==> src/rtl/craps_roll_ctrl.sv <==
// Roll-side controller for the craps datapath: debounced roll button, free-running
// dice, roll strobe to the outcome logic, and point / game-over bookkeeping.
module craps_roll_ctrl #(
   parameter int unsigned DEBOUNCE_CYCLES = 16,
   parameter int unsigned EVAL_WAIT       = 1
) (
   input  logic       clk,
   input  logic       reset,
   input  logic       roll_btn,
   input  logic [1:0] op,
   output logic [2:0] die1,
   output logic [2:0] die2,
   output logic [3:0] sum,
   output logic [3:0] point,
   output logic       point_valid,
   output logic       roll_pulse,
   output logic       game_over,
   output logic [7:0] roll_count
);

   localparam int unsigned     DB_W      = $clog2(DEBOUNCE_CYCLES + 1);
   localparam logic [DB_W-1:0] DB_LAST   = DB_W'(DEBOUNCE_CYCLES - 1);
   localparam logic [DB_W-1:0] DB_ZERO   = {DB_W{1'b0}};
   localparam logic [DB_W-1:0] DB_ONE    = DB_W'(1'b1);
   localparam logic [3:0]      EVAL_LAST = 4'(EVAL_WAIT);

   localparam logic [1:0] OP_REROLL = 2'b01;
   localparam logic [1:0] OP_WIN    = 2'b10;
   localparam logic [1:0] OP_LOSE   = 2'b11;

   typedef enum logic [1:0] {
      ST_IDLE = 2'b00,
      ST_EVAL = 2'b01,
      ST_DONE = 2'b10
   } state_t;

   state_t          state_q, state_d;
   logic            sync1_q, sync2_q;
   logic            stable_q, stable_d;
   logic [DB_W-1:0] db_cnt_q, db_cnt_d;
   logic            press_q, press_d;
   logic [2:0]      die_a_q, die_a_d;
   logic [2:0]      die_b_q, die_b_d;
   logic [2:0]      die1_q, die1_d;
   logic [2:0]      die2_q, die2_d;
   logic [3:0]      sum_q, sum_d;
   logic [3:0]      point_q, point_d;
   logic            point_valid_q, point_valid_d;
   logic            roll_pulse_q, roll_pulse_d;
   logic            game_over_q, game_over_d;
   logic [7:0]      roll_count_q, roll_count_d;
   logic [3:0]      wait_q, wait_d;

   // Dice engine: die_a runs 1..6 every cycle, die_b steps on each die_a wrap.
   always_comb begin
      die_a_d = die_a_q;
      die_b_d = die_b_q;
      if (die_a_q == 3'd6) begin
         die_a_d = 3'd1;
         if (die_b_q == 3'd6) begin
            die_b_d = 3'd1;
         end else begin
            die_b_d = die_b_q + 3'd1;
         end
      end else begin
         die_a_d = die_a_q + 3'd1;
         die_b_d = die_b_q;
      end
   end

   // Debounce: count consecutive cycles that disagree with the stable level;
   // a rising flip of the stable level raises press for exactly one cycle.
   always_comb begin
      stable_d = stable_q;
      db_cnt_d = db_cnt_q;
      press_d  = 1'b0;
      if (sync2_q != stable_q) begin
         if (db_cnt_q == DB_LAST) begin
            stable_d = sync2_q;
            db_cnt_d = DB_ZERO;
            press_d  = sync2_q;
         end else begin
            db_cnt_d = db_cnt_q + DB_ONE;
         end
      end else begin
         db_cnt_d = DB_ZERO;
      end
   end

   // Roll FSM: next state and all game-visible registers.
   always_comb begin
      state_d       = state_q;
      die1_d        = die1_q;
      die2_d        = die2_q;
      sum_d         = sum_q;
      point_d       = point_q;
      point_valid_d = point_valid_q;
      roll_pulse_d  = 1'b0;
      game_over_d   = game_over_q;
      roll_count_d  = roll_count_q;
      wait_d        = wait_q;

      case (state_q)
         ST_IDLE: begin
            if (press_q) begin
               die1_d       = die_a_q;
               die2_d       = die_b_q;
               sum_d        = {1'b0, die_a_q} + {1'b0, die_b_q};
               roll_pulse_d = 1'b1;
               wait_d       = 4'd0;
               state_d      = ST_EVAL;
               if (roll_count_q != 8'd255) begin
                  roll_count_d = roll_count_q + 8'd1;
               end else begin
                  roll_count_d = roll_count_q;
               end
            end else begin
               state_d = ST_IDLE;
            end
         end

         // op is sampled once, EVAL_WAIT cycles after the roll_pulse cycle.
         ST_EVAL: begin
            if (wait_q == EVAL_LAST) begin
               case (op)
                  OP_REROLL: begin
                     if (!point_valid_q) begin
                        point_d       = sum_q;
                        point_valid_d = 1'b1;
                     end else begin
                        point_d       = point_q;
                        point_valid_d = point_valid_q;
                     end
                     state_d = ST_IDLE;
                  end
                  OP_WIN, OP_LOSE: begin
                     game_over_d = 1'b1;
                     state_d     = ST_DONE;
                  end
                  default: begin
                     state_d = ST_IDLE;
                  end
               endcase
            end else begin
               wait_d = wait_q + 4'd1;
            end
         end

         // The press that leaves DONE restarts the game without rolling.
         ST_DONE: begin
            if (press_q) begin
               roll_pulse_d  = 1'b1;
               point_d       = 4'd0;
               point_valid_d = 1'b0;
               game_over_d   = 1'b0;
               roll_count_d  = 8'd0;
               state_d       = ST_IDLE;
            end else begin
               state_d = ST_DONE;
            end
         end

         default: begin
            state_d = ST_IDLE;
         end
      endcase
   end

   // State registers with synchronous active-low reset.
   always_ff @(posedge clk) begin
      if (!reset) begin
         state_q       <= ST_IDLE;
         sync1_q       <= 1'b0;
         sync2_q       <= 1'b0;
         stable_q      <= 1'b0;
         db_cnt_q      <= DB_ZERO;
         press_q       <= 1'b0;
         die_a_q       <= 3'd1;
         die_b_q       <= 3'd1;
         die1_q        <= 3'd1;
         die2_q        <= 3'd1;
         sum_q         <= 4'd0;
         point_q       <= 4'd0;
         point_valid_q <= 1'b0;
         roll_pulse_q  <= 1'b0;
         game_over_q   <= 1'b0;
         roll_count_q  <= 8'd0;
         wait_q        <= 4'd0;
      end else begin
         state_q       <= state_d;
         sync1_q       <= roll_btn;
         sync2_q       <= sync1_q;
         stable_q      <= stable_d;
         db_cnt_q      <= db_cnt_d;
         press_q       <= press_d;
         die_a_q       <= die_a_d;
         die_b_q       <= die_b_d;
         die1_q        <= die1_d;
         die2_q        <= die2_d;
         sum_q         <= sum_d;
         point_q       <= point_d;
         point_valid_q <= point_valid_d;
         roll_pulse_q  <= roll_pulse_d;
         game_over_q   <= game_over_d;
         roll_count_q  <= roll_count_d;
         wait_q        <= wait_d;
      end
   end

   assign die1        = die1_q;
   assign die2        = die2_q;
   assign sum         = sum_q;
   assign point       = point_q;
   assign point_valid = point_valid_q;
   assign roll_pulse  = roll_pulse_q;
   assign game_over   = game_over_q;
   assign roll_count  = roll_count_q;

endmodule

==> config.mk <==
export PLATFORM = sky130hd
export DESIGN_NAME = craps_roll_ctrl
export DESIGN_NICKNAME = d
export VERILOG_FILES = /design/src/rtl/craps_roll_ctrl.sv
export SDC_FILE = /design/constraint.sdc
export NUM_CORES = 1
export LEC_CHECK = 0
export CORE_MARGIN = 2
export CORE_UTILIZATION = 45
export CTS_BUF_LIST = sky130_fd_sc_hd__clkbuf_8
export DETAILED_ROUTE_END_ITERATION = 12
export GPL_TIMING_DRIVEN = 0
export PLACE_DENSITY_LB_ADDON = 0.08
export SLEW_MARGIN = 10
export SYNTH_ARGS = -nofsm -noshare
export SYNTH_HDL_FRONTEND = slang
export SYNTH_SLANG_ARGS = --single-unit
==> constraint.sdc <==
create_clock -name clk -period 1.8 [get_ports clk]
set_input_delay 0.27 -clock clk [delete_from_list [all_inputs] [get_ports clk]]
set_output_delay 0.27 -clock clk [all_outputs]
set_load 0.02 [all_outputs]
==> reports/results.txt <==
status -> complete, no violations
vias in the first global route -> 1518
CP Max Fanout -> 8
CP top delay family -> buffers and inverters
Synth Flop Type -> dfxtp_1
Overflow after GRT -> 0
Vias/cell -> 5.33
Skew-Pair Late Insertion Delay -> 0.30 ns
distinct cell type count after synthesis -> 47
multi-input gate area in the final layout -> 1000 sq um
sequential share of the synthesized area -> 46.9%
count of input and output buffers -> 29
internal power -> 1.37 mW
worst r2r dst -> roll_count[2]
most area-hungry cell type in the Yosys netlist -> dfxtp_1
most frequent cells in the layout -> dfxtp_1 (44), clkdlybuf4s50_1 (29), nand2_1 (26)
clock sinks -> 46
CP max-delay cell -> clkdlybuf4s50_1
chip height -> 70.1 microns
PD cells -> 730 nW/um^2
Final min period -> 1.71 ns
GRT Overall Usage -> 17.9%
Cells after DPL -> 300
RePlAce Congestion -> 0.847
initial antenna violation count -> 0
# DRC -> 0
sequential cell area -> 923 sq um
kind of critical path -> reg2out
hold path start -> sync1_q
Post-Syn Area -> 1960 sq um
CP Depth -> 1
syn avg cell area -> 8.97 sq um
CTS tree -> yes
met1 GRT Util -> 24.0%
Max Cap Viol -> 0
Pins Over Slew Limit -> 0
Crit path arrival time -> 1.44 ns
# fillers -> 408
Final ANT Viol Nets -> 0
Cell Count, Final, Fillers Out -> 308
Post-synth EDFFs -> 0
CTS Buffer Depth -> 2
commonest non-fill, non-tap cell in the layout -> dfxtp_1
CTS Hold Bufs -> 0
max incr delay on CP -> 0.66 ns
number of CTS-inserted buffers -> 5
Ys Warns -> 0
Crit. End Element -> output pin
largest net degree at the start of global routing -> 15
reg2reg setup slack -> 0.09 ns
Vias -> 1642
num rows -> 24
Net Count, Synth -> 235
register share of total power -> 58.5%
Critical Path RT -> 1.53 ns
share of layout cells above drive strength 1 -> 7.03%
Post-Route WL -> 4.11 mm
Fmax -> 583 MHz
RSZ-0062 raised after global routing -> no
P_sw -> 0.409 mW
Synth area leaders -> dfxtp_1 (47%), ha_1 (6.4%), nand2_1 (5.2%)
clock share of power -> 37.0%
Core Region -> 4260 sq um
Worst VDD drop -> 0.485 mV
I/O pin count -> 30
Leakage -> 0.923 nW
Starting Density -> 46.1%
Setup crit start -> roll_count[2]
CP endpoint -> roll_count[2]
DR iter-0 viols -> 124
R2R cell count -> 4
area grow syn2layout -> 24.2%
wire length per cell -> 13.4 microns
hold slack final -> 0.440 ns
nets@finish -> 271
fin crit share -> 95.2%
Final setup viols -> 0
worst hold path type -> reg2reg
CTS clk-pin slew, worst paths -> 0.08 ns
Fin. Hold Viols -> 0
R2R Path Start -> roll_count[1]
Comb power frac -> 4.5%
die area -> 4910 sq um
Yosys top cell area share -> 46.9%
most used routing layer in global routing -> met2
grt met2 use -> 28.6%
Die X -> 70.1 microns
n_diodes -> 0
Clock H-tree levels -> 2
Cells after Synth -> 219
register bit total from synthesis -> 46
Relative slew margins -> 65.6%
critical path launch point type -> flip-flop
root buffer cell -> clkbuf_8
met3 Use GR -> 5.34%
detailed placement HPWL -> 2.93 mm
Buf/Inv on CP -> 1
Worst-Margin Slew -> 0.516 ns
first-pass GRT wire length -> 7.07 mm
Cell Chain, Critical Path -> clkdlybuf4s50_1
drt pass-1 iters -> 4
clk_skew -> 0.00675 ns
asr flop ratio synth -> 0%
Switching Share -> 22.9%
==> cells in the mapped netlist, types with 2 or more instances <==
master and number:
nand3_1 10, nor3_1 5, or4_1 2, nor2_1 19, nand2b_1 4, nand2_1 27
dfxtp_1 46, a32o_1 4, ha_1 10, a31oi_1 2, xnor2_1 3, mux2i_1 2
and3_1 5, and2_1 3, inv_1 8, or3_1 2, a21oi_1 19, nor2b_1 2
o21ai_0 9, xor2_1 3, clkbuf_1 8
==> repair_timing <==
action                                  CTS  global route
setup buffers                             0             0
pin swaps                                 0             1
endpoints found under the setup margin    9            10
gates resized for setup                   3             5
==> power by group through the flow <==
stage | sequential (mW) | combinational [mW] | clock [mW]
after CTS | 1.04 | 0.0824 | 0.682
after global routing | 1.05 | 0.0924 | 0.720
after detailed placement | 1.07 | 0.0814 | 0
final | 1.04 | 0.0802 | 0.659
after floorplan | 1.06 | 0.0559 | 0
after global placement | 1.07 | 0.0801 | 0
==> per-stage QoR <==
step           total power, mW  area [sq um]  setup TNS, ns  worst slack [ns]  utilization, %
2_1_floorplan             1.12          1960              0            0.0212               -
3_3_place_gp              1.15          2320          -1.02            -0.160            54.4
3_5_place_dp              1.15          2320         -0.662            -0.107            54.4
4_1_cts                   1.81          2420              0            0.0198            56.8
5_1_grt                   1.86          2440              0            0.0223            57.2
6_report                  1.78          2440              0            0.0862            57.2
==> routing by layer <==
layer	share of wire [%]	up-vias	wire length, microns
met1	51	767	2090
met4	0.92	0	38
met3	3.3	7	136
met2	45	28	1850
met5	0	-	0
li1	-	840	-
==> cell type report <==
class,instances,share of cell area [%]
Buffer,9,1.44
Clock buffer,6,3.38
Clock inverter,2,0.513
Inverter,8,1.23
Multi-Input combinational cell,156,41.0
Sequential cell,46,37.8
Tap cell,52,2.67
Timing Repair Buffer,29,11.9
==> how the worst min path moves through the flow <==
stage / endpoint / slack [ns] / cells past startpoint
after floorplan: sync1_q / 0.40 / 1
after global placement: sync2_q / 0.41 / 1
after detailed placement: sync2_q / 0.42 / 1
after CTS: sync2_q / 0.44 / 1
after global routing: die_a_q[0] / 0.47 / 1
final: sync2_q / 0.44 / 1
==> kinds of logic (layout without fill, tap and decap cells) <==
group                      after synthesis  in the layout  share of synthesized area [%]
muxes                                    2              2                           1.02
AOI/OAI and AO/OA                       48             48                           16.1
DFF                                     46             46                           46.9
xor gates and xnor gates                 6              6                           2.68
adders and majority gates               11             11                           7.39
buffers and inverters                   17             54                           3.31
and+or+nand+nor                         89             89                           22.6
==> flip-flops by register name, summed over array words and instances (netlist names), 2 cells and up <==
name	flops
db_cnt_q	5
die1	3
die_b_q	3
die_a_q	3
die2	3
roll_count	8
state_q	2
wait_q	4
sum	4
point	4
Note: power is estimated with default switching activity, not from simulation.
